--- src/rtl/uart_pkg.sv ---
// Shared UART definitions: parity encoding, receiver FSM states and the
// sample-tick divisor used by the RX (and future TX) baud generators.
package uart_pkg;

  localparam int PAR_NONE = 0;
  localparam int PAR_ODD  = 1;
  localparam int PAR_EVEN = 2;

  typedef enum logic [2:0] {
    ST_IDLE,
    ST_START,
    ST_DATA,
    ST_PARITY,
    ST_STOP,
    ST_BRK_WAIT
  } uart_state_t;

  // Clocks per sample tick, rounded to nearest.
  function automatic int f_baud_div(input int clk, input int baud, input int os);
    return (clk + (baud * os) / 2) / (baud * os);
  endfunction

endpackage

--- src/rtl/uart_baud_tick.sv ---
// Sample-tick divider: one-cycle o_tick every DIV clocks while i_clr is low.
// i_clr holds the count at zero, so the first tick lands DIV clocks after release.
module uart_baud_tick #(
  parameter int DIV = 326
) (
  input  logic i_clk,
  input  logic i_rst_n,
  input  logic i_clr,
  output logic o_tick
);

  localparam int CW = (DIV > 1) ? $clog2(DIV) : 1;
  localparam logic [CW-1:0] CNT_LAST = CW'(DIV - 1);

  logic [CW-1:0] r_cnt;
  logic          w_wrap;

  assign w_wrap = (r_cnt == CNT_LAST);

  always_ff @(posedge i_clk or negedge i_rst_n) begin
    if (!i_rst_n) begin
      r_cnt <= '0;
    end else if (i_clr || w_wrap) begin
      r_cnt <= '0;
    end else begin
      r_cnt <= r_cnt + 1'b1;
    end
  end

  assign o_tick = w_wrap && !i_clr;

endmodule

--- src/rtl/uart_rx_cfg.sv ---
// Parametrised UART receiver with 3-sample majority vote, false-start rejection,
// parity/framing/break flags; o_rcv_flag ~3 clocks after the last stop-bit decision point.
module uart_rx_cfg
  import uart_pkg::*;
#(
  parameter int CLK_FREQ   = 50_000_000,
  parameter int BAUD_RATE  = 9600,
  parameter int DATA_BITS  = 8,
  parameter int PARITY     = 0,
  parameter int STOP_BITS  = 1,
  parameter int OVERSAMPLE = 16
) (
  input  logic                 i_clk_sys,
  input  logic                 i_rst_n,
  input  logic                 i_rx,
  output logic [DATA_BITS-1:0] o_data,
  output logic                 o_rcv_flag,
  output logic                 o_frame_err,
  output logic                 o_parity_err,
  output logic                 o_break,
  output logic                 o_busy
);

  localparam int DIV = f_baud_div(CLK_FREQ, BAUD_RATE, OVERSAMPLE);
  localparam int OSW = $clog2(OVERSAMPLE);

  localparam logic [OSW-1:0] OS_S0   = OSW'(OVERSAMPLE / 2 - 2);
  localparam logic [OSW-1:0] OS_S1   = OSW'(OVERSAMPLE / 2 - 1);
  localparam logic [OSW-1:0] OS_DEC  = OSW'(OVERSAMPLE / 2);
  localparam logic [OSW-1:0] OS_LAST = OSW'(OVERSAMPLE - 1);
  localparam logic [3:0]     DATA_LAST = 4'(DATA_BITS - 1);
  localparam logic [3:0]     STOP_LAST = 4'(STOP_BITS - 1);

  uart_state_t          r_state;
  logic                 r_rx_meta;
  logic                 r_rx_s;
  logic                 r_rx_prev;
  logic [OSW-1:0]       r_os_cnt;
  logic [3:0]           r_bit_cnt;
  logic                 r_v0;
  logic                 r_v1;
  logic [DATA_BITS-1:0] r_shift;
  logic                 r_par_bit;
  logic                 r_par_err;
  logic                 r_ferr_acc;
  logic                 r_stop0;
  logic [DATA_BITS-1:0] r_data;
  logic                 r_rcv_flag;
  logic                 r_frame_err;
  logic                 r_parity_err;
  logic                 r_break;
  logic                 r_busy;

  logic w_tick;
  logic w_idle;
  logic w_start_edge;
  logic w_vote;
  logic w_dec;
  logic w_bit_end;
  logic w_par_calc;
  logic w_par_err;
  logic w_stop0;
  logic w_brk;

  always_ff @(posedge i_clk_sys or negedge i_rst_n) begin
    if (!i_rst_n) begin
      r_rx_meta <= 1'b1;
      r_rx_s    <= 1'b1;
      r_rx_prev <= 1'b1;
    end else begin
      r_rx_meta <= i_rx;
      r_rx_s    <= r_rx_meta;
      r_rx_prev <= r_rx_s;
    end
  end

  assign w_idle       = (r_state == ST_IDLE);
  assign w_start_edge = w_idle && r_rx_prev && !r_rx_s;

  uart_baud_tick #(
    .DIV (DIV)
  ) u_tick (
    .i_clk   (i_clk_sys),
    .i_rst_n (i_rst_n),
    .i_clr   (w_idle),
    .o_tick  (w_tick)
  );

  // Sample-tick position within the current bit plus the first two votes.
  always_ff @(posedge i_clk_sys or negedge i_rst_n) begin
    if (!i_rst_n) begin
      r_os_cnt <= '0;
      r_v0     <= 1'b1;
      r_v1     <= 1'b1;
    end else if (w_idle) begin
      r_os_cnt <= '0;
    end else if (w_tick) begin
      r_os_cnt <= (r_os_cnt == OS_LAST) ? '0 : r_os_cnt + 1'b1;
      if (r_os_cnt == OS_S0) r_v0 <= r_rx_s;
      if (r_os_cnt == OS_S1) r_v1 <= r_rx_s;
    end
  end

  assign w_dec      = w_tick && (r_os_cnt == OS_DEC);
  assign w_bit_end  = w_tick && (r_os_cnt == OS_LAST);
  assign w_vote     = (r_v0 & r_v1) | (r_v0 & r_rx_s) | (r_v1 & r_rx_s);
  assign w_par_calc = (^r_shift) ^ w_vote;
  assign w_par_err  = (PARITY == PAR_ODD) ? !w_par_calc : w_par_calc;
  assign w_stop0    = (r_bit_cnt == 4'd0) ? w_vote : r_stop0;
  assign w_brk      = (r_shift == '0) && ((PARITY == PAR_NONE) || !r_par_bit) && !w_stop0;

  always_ff @(posedge i_clk_sys or negedge i_rst_n) begin
    if (!i_rst_n) begin
      r_state      <= ST_IDLE;
      r_bit_cnt    <= '0;
      r_shift      <= '0;
      r_par_bit    <= 1'b0;
      r_par_err    <= 1'b0;
      r_ferr_acc   <= 1'b0;
      r_stop0      <= 1'b1;
      r_data       <= '0;
      r_rcv_flag   <= 1'b0;
      r_frame_err  <= 1'b0;
      r_parity_err <= 1'b0;
      r_break      <= 1'b0;
      r_busy       <= 1'b0;
    end else begin
      r_rcv_flag <= 1'b0;
      case (r_state)
        ST_IDLE: begin
          if (w_start_edge) begin
            r_state    <= ST_START;
            r_busy     <= 1'b1;
            r_par_bit  <= 1'b0;
            r_par_err  <= 1'b0;
            r_ferr_acc <= 1'b0;
          end
        end
        ST_START: begin
          if (w_dec && w_vote) begin
            r_state <= ST_IDLE;
            r_busy  <= 1'b0;
          end else if (w_bit_end) begin
            r_state   <= ST_DATA;
            r_bit_cnt <= '0;
          end
        end
        ST_DATA: begin
          if (w_dec) r_shift <= {w_vote, r_shift[DATA_BITS-1:1]};
          if (w_bit_end) begin
            if (r_bit_cnt == DATA_LAST) begin
              r_bit_cnt <= '0;
              r_state   <= (PARITY == PAR_NONE) ? ST_STOP : ST_PARITY;
            end else begin
              r_bit_cnt <= r_bit_cnt + 1'b1;
            end
          end
        end
        ST_PARITY: begin
          if (w_dec) begin
            r_par_bit <= w_vote;
            r_par_err <= w_par_err;
          end
          if (w_bit_end) begin
            r_state   <= ST_STOP;
            r_bit_cnt <= '0;
          end
        end
        ST_STOP: begin
          // Frame completes mid last stop bit so a following start edge is not missed.
          if (w_dec) begin
            if (r_bit_cnt == 4'd0) r_stop0 <= w_vote;
            if (!w_vote) r_ferr_acc <= 1'b1;
            if (r_bit_cnt == STOP_LAST) begin
              r_rcv_flag   <= 1'b1;
              r_data       <= r_shift;
              r_frame_err  <= r_ferr_acc | ~w_vote;
              r_parity_err <= (PARITY != PAR_NONE) && r_par_err;
              r_break      <= w_brk;
              r_state      <= w_brk ? ST_BRK_WAIT : ST_IDLE;
              r_busy       <= w_brk;
            end
          end else if (w_bit_end) begin
            r_bit_cnt <= r_bit_cnt + 1'b1;
          end
        end
        ST_BRK_WAIT: begin
          if (r_rx_s) begin
            r_state <= ST_IDLE;
            r_busy  <= 1'b0;
          end
        end
        default: begin
          r_state <= ST_IDLE;
          r_busy  <= 1'b0;
        end
      endcase
    end
  end

  assign o_data       = r_data;
  assign o_rcv_flag   = r_rcv_flag;
  assign o_frame_err  = r_frame_err;
  assign o_parity_err = r_parity_err;
  assign o_break      = r_break;
  assign o_busy       = r_busy;

endmodule

--- config.mk ---
export PLATFORM = sky130hd
export DESIGN_NAME = uart_rx_cfg
export DESIGN_NICKNAME = d
export VERILOG_FILES = /design/src/rtl/uart_pkg.sv /design/src/rtl/uart_baud_tick.sv /design/src/rtl/uart_rx_cfg.sv
export SDC_FILE = /design/constraint.sdc
export NUM_CORES = 1
export LEC_CHECK = 0
export CAP_MARGIN = 30
export CORE_MARGIN = 3
export CORE_UTILIZATION = 35
export CTS_CLUSTER_SIZE = 8
export DETAILED_ROUTE_END_ITERATION = 10
export HOLD_SLACK_MARGIN = 0.15
export MAX_ROUTING_LAYER = met4
export SKIP_LAST_GASP = 1
export SLEW_MARGIN = 10
export SYNTH_ARGS = -nofsm -noshare
export SYNTH_HDL_FRONTEND = slang
export SYNTH_SLANG_ARGS = --single-unit
export TNS_END_PERCENT = 1
--- constraint.sdc ---
create_clock -name i_clk_sys -period 4.2 [get_ports i_clk_sys]
set_input_delay 0.84 -clock i_clk_sys [delete_from_list [all_inputs] [get_ports i_clk_sys]]
set_output_delay 0.84 -clock i_clk_sys [all_outputs]
set_load 0.03 [all_outputs]
==> flow_summary_export.csv <==
group,metric,value,unit
clock_network,cts-root-buf,"clkbuf_8",
power_and_ir_drop,ir_worst_vdd,224.5,µV
global_routing,grt_max_degree,31,
cells_and_area,fillers,593,
setup_path,setup.worst_path.start_class,"flip-flop",
place,gp_congestion,0.7971,
sta,final-hold-violation-count,0,
clock_network,insertion_delay,300,ps
route,drtAntennaViolNets,0,
global_routing,grtUsageTotal,0.1217,
floorplanning,die_area,7537,µm²
setup_path,path_buf_inv,1,
floorplanning,fp.dieW,86.82,µm
setup_path,critical_path.slowest_cell,"clkdlybuf4s50_1",
place,dpl.hpwl,2861,µm
sta,tightestPinTransition,667.7,ps
sta,relSlewSlack,0.5514,
run,cap_viol_max_count,0,
route,drt-vias-per-instance,5.121,
place,placed_area,2504,µm²
clock_network,htree_num_levels,2,
sta,period_share,0.5283,
setup_path,end_kind,"output pin",
clock_network,cts_hold_buf,0,
synthesis,ys_seq_area_frac,0.5178,
cells_and_area,drive_above_1_share,0.1839,
place,place.port_buffers,14,
route,drc,0,
synthesis,postSynthCellCount,206,
sta,setup_viol,0,
synthesis,synth_nets,216,
hold_path,hp-class,"flip-flop to flip-flop",
clock_network,clk_pin_slew_worst_paths,80,ps
clock_network,clock_sinks,47,
clock_network,cts_inserted_buffers,5,
synthesis,ys_types,50,
cells_and_area,multiInputGateArea,1030,µm²
setup_path,critical_path.top_delay_family,"buffers and inverters",
cells_and_area,syn2layout_area_growth,14.67,%
route,routed_wirelength,4043,µm
sta,rsz0062_at_grt,"false",
setup_path,crit_arrival,1380,ps
synthesis,synth_commonest_cells,"dfrtp_1, mux2_2, nor2_1",
sta,drv_slew,0,
synthesis,synth_seq_cells,47,
clock_network,clock_path_buffers,2,
global_routing,grt_pass1_vias,1509,
setup_path,worst-path-max-fanout,4,
synthesis,synthArstFlopShare,1.000,
synthesis,synth-edff-count,0,
cells_and_area,final_area,2621,µm²
floorplanning,ios,16,
synthesis,yosys-top-cells-area,"dfrtp_1, mux2_2, dfstp_2, ha_1, nor2_1",
cells_and_area,fin_nets,232,
clock_network,cts_tree,"built",
setup_path,path_class,"flip-flop to output pin",
global_routing,antenna_found_initial,0,
sta,finalClockSkew,4.643,ps
floorplanning,core,6131,µm²
synthesis,synth.cell_area,2286,µm²
route,drtPass1Iterations,4,
setup_path,cp.required,3360,ps
sta,period_needed,2219,ps
synthesis,synth_flop_cell,"dfrtp_1",
floorplanning,fp.dieH,86.82,µm
power_and_ir_drop,p_leak,1.175,nW
cells_and_area,regArea,1184,µm²
synthesis,synth_top_area_frac,0.4488,
sta,fin_ws,1981,ps
sta,fmax,450.7,MHz
sta,tns,0,ps
clock_network,cts_setup_buffers,0,
clock_network,ctsResizeCount,0,
route,via_count,1526,
setup_path,max_stage_delay,690,ps
route,wire_per_inst,13.57,µm
global_routing,grt_pass1_wl,7107,µm
synthesis,post-synth-top-count-cell,"dfrtp_1",
synthesis,synth_top_cell_by_area,"dfrtp_1",
floorplanning,initial_utilization,0.3729,
setup_path,cp_cell_sequence,"clkdlybuf4s50_1",
cells_and_area,diodes,0,
synthesis,avgSynthCellArea,11.10,µm²
global_routing,gr-total-overflow,0,
synthesis,yosysWarnings,0,
place,dp_slack,2053,ps
route,drt-initial-drc-count,84,
floorplanning,std_cell_rows,28,
power_and_ir_drop,power_density,369.1,nW/µm²
run_status,status,"finished, final reports clean",
-- layout make-up --
class                   instances  area share
flip-flops and latches         47      0.4516
repair buffers                 15     0.05919
clock buffers                   6     0.03150
inverters                      11     0.01575
clock inverters                 2     0.01337
well taps                      75     0.03580
multi-input cells             142      0.3928
-- stage by stage --
stage,util,total power [mW],cells,hold WS (ps)
finish,0.4276,0.9676,298,363.8
global route,0.4276,1.020,298,371.9
CTS,0.4276,0.9825,298,361.1
detailed placement,0.4084,0.6380,290,348.2
global placement,0.4051,0.6323,289,346.4
floorplan,-,0.6031,206,345.2
-- power breakdown --
group	internal (mW)	switching (mW)	total, mW
clock	0.193	0.148	0.341
sequential	0.485	0.0381	0.523
combinational	0.0455	0.0582	0.104
-- final timing paths --
kind | endpoint | cells after the start | startpoint | slack (ps)
setup / recovery | o_busy | 1 | o_busy | 1980
hold / removal | r_rx_s | 0 | r_rx_meta | 360
setup reg to reg | r_bit_cnt[3] | 7 | r_os_cnt[0] | 2070
hold reg to reg | r_rx_s | 0 | r_rx_meta | 360
max in group asynchronous | r_stop0 | 2 | i_rst_n | 3150
min in group asynchronous | u_tick.r_cnt[4] | 1 | i_rst_n | 470
-- layout by cell type (no fill, tap or decap), types with 3 or more instances in the layout --
cell type,n
mux2_2,19
xnor2_1,5
nand2_1,12
o21ai_0,9
nand3_1,9
inv_1,11
nor2_1,19
ha_1,7
dfrtp_1,41
clkdlybuf4s50_1,13
clkbuf_8,6
nor2b_1,3
dfstp_2,6
nor4_1,4
xor2_1,3
a21oi_1,7
o31ai_1,3
nand2b_1,4
-- cells by family (layout without fill, tap and decap cells) --
family | after synthesis | count (layout) | share of synthesized area
multiplexers | 20 | 20 | 0.09798
flip-flops | 47 | 47 | 0.5178
other | 1 | 1 | 0.001640
AO/OA/AOI/OAI | 35 | 35 | 0.1035
XOR/XNOR | 8 | 8 | 0.03065
buffers and inverters | 17 | 34 | 0.03174
AND/OR/NAND/NOR | 71 | 71 | 0.1784
adder cells (fa/ha/maj) | 7 | 7 | 0.03831
-- flip-flops by register name (all words and copies together) (netlist names), 3 cells and up --
name and flops:
o_data 8, r_bit_cnt 4, r_os_cnt 4, r_shift 8, r_state 3, u_tick.r_cnt 9
-- layer usage --
layer,vias to the layer above,part of all wire,wire length [µm],GRT usage
met4,0,0.019,77,0.04816
met3,5,0.021,86,0.02567
met5,-,0,0,-
met2,19,0.43,1749,0.1760
met1,742,0.53,2129,0.1666
li1,760,-,-,-
No activity file was read; power rests on OpenSTA's default activity.
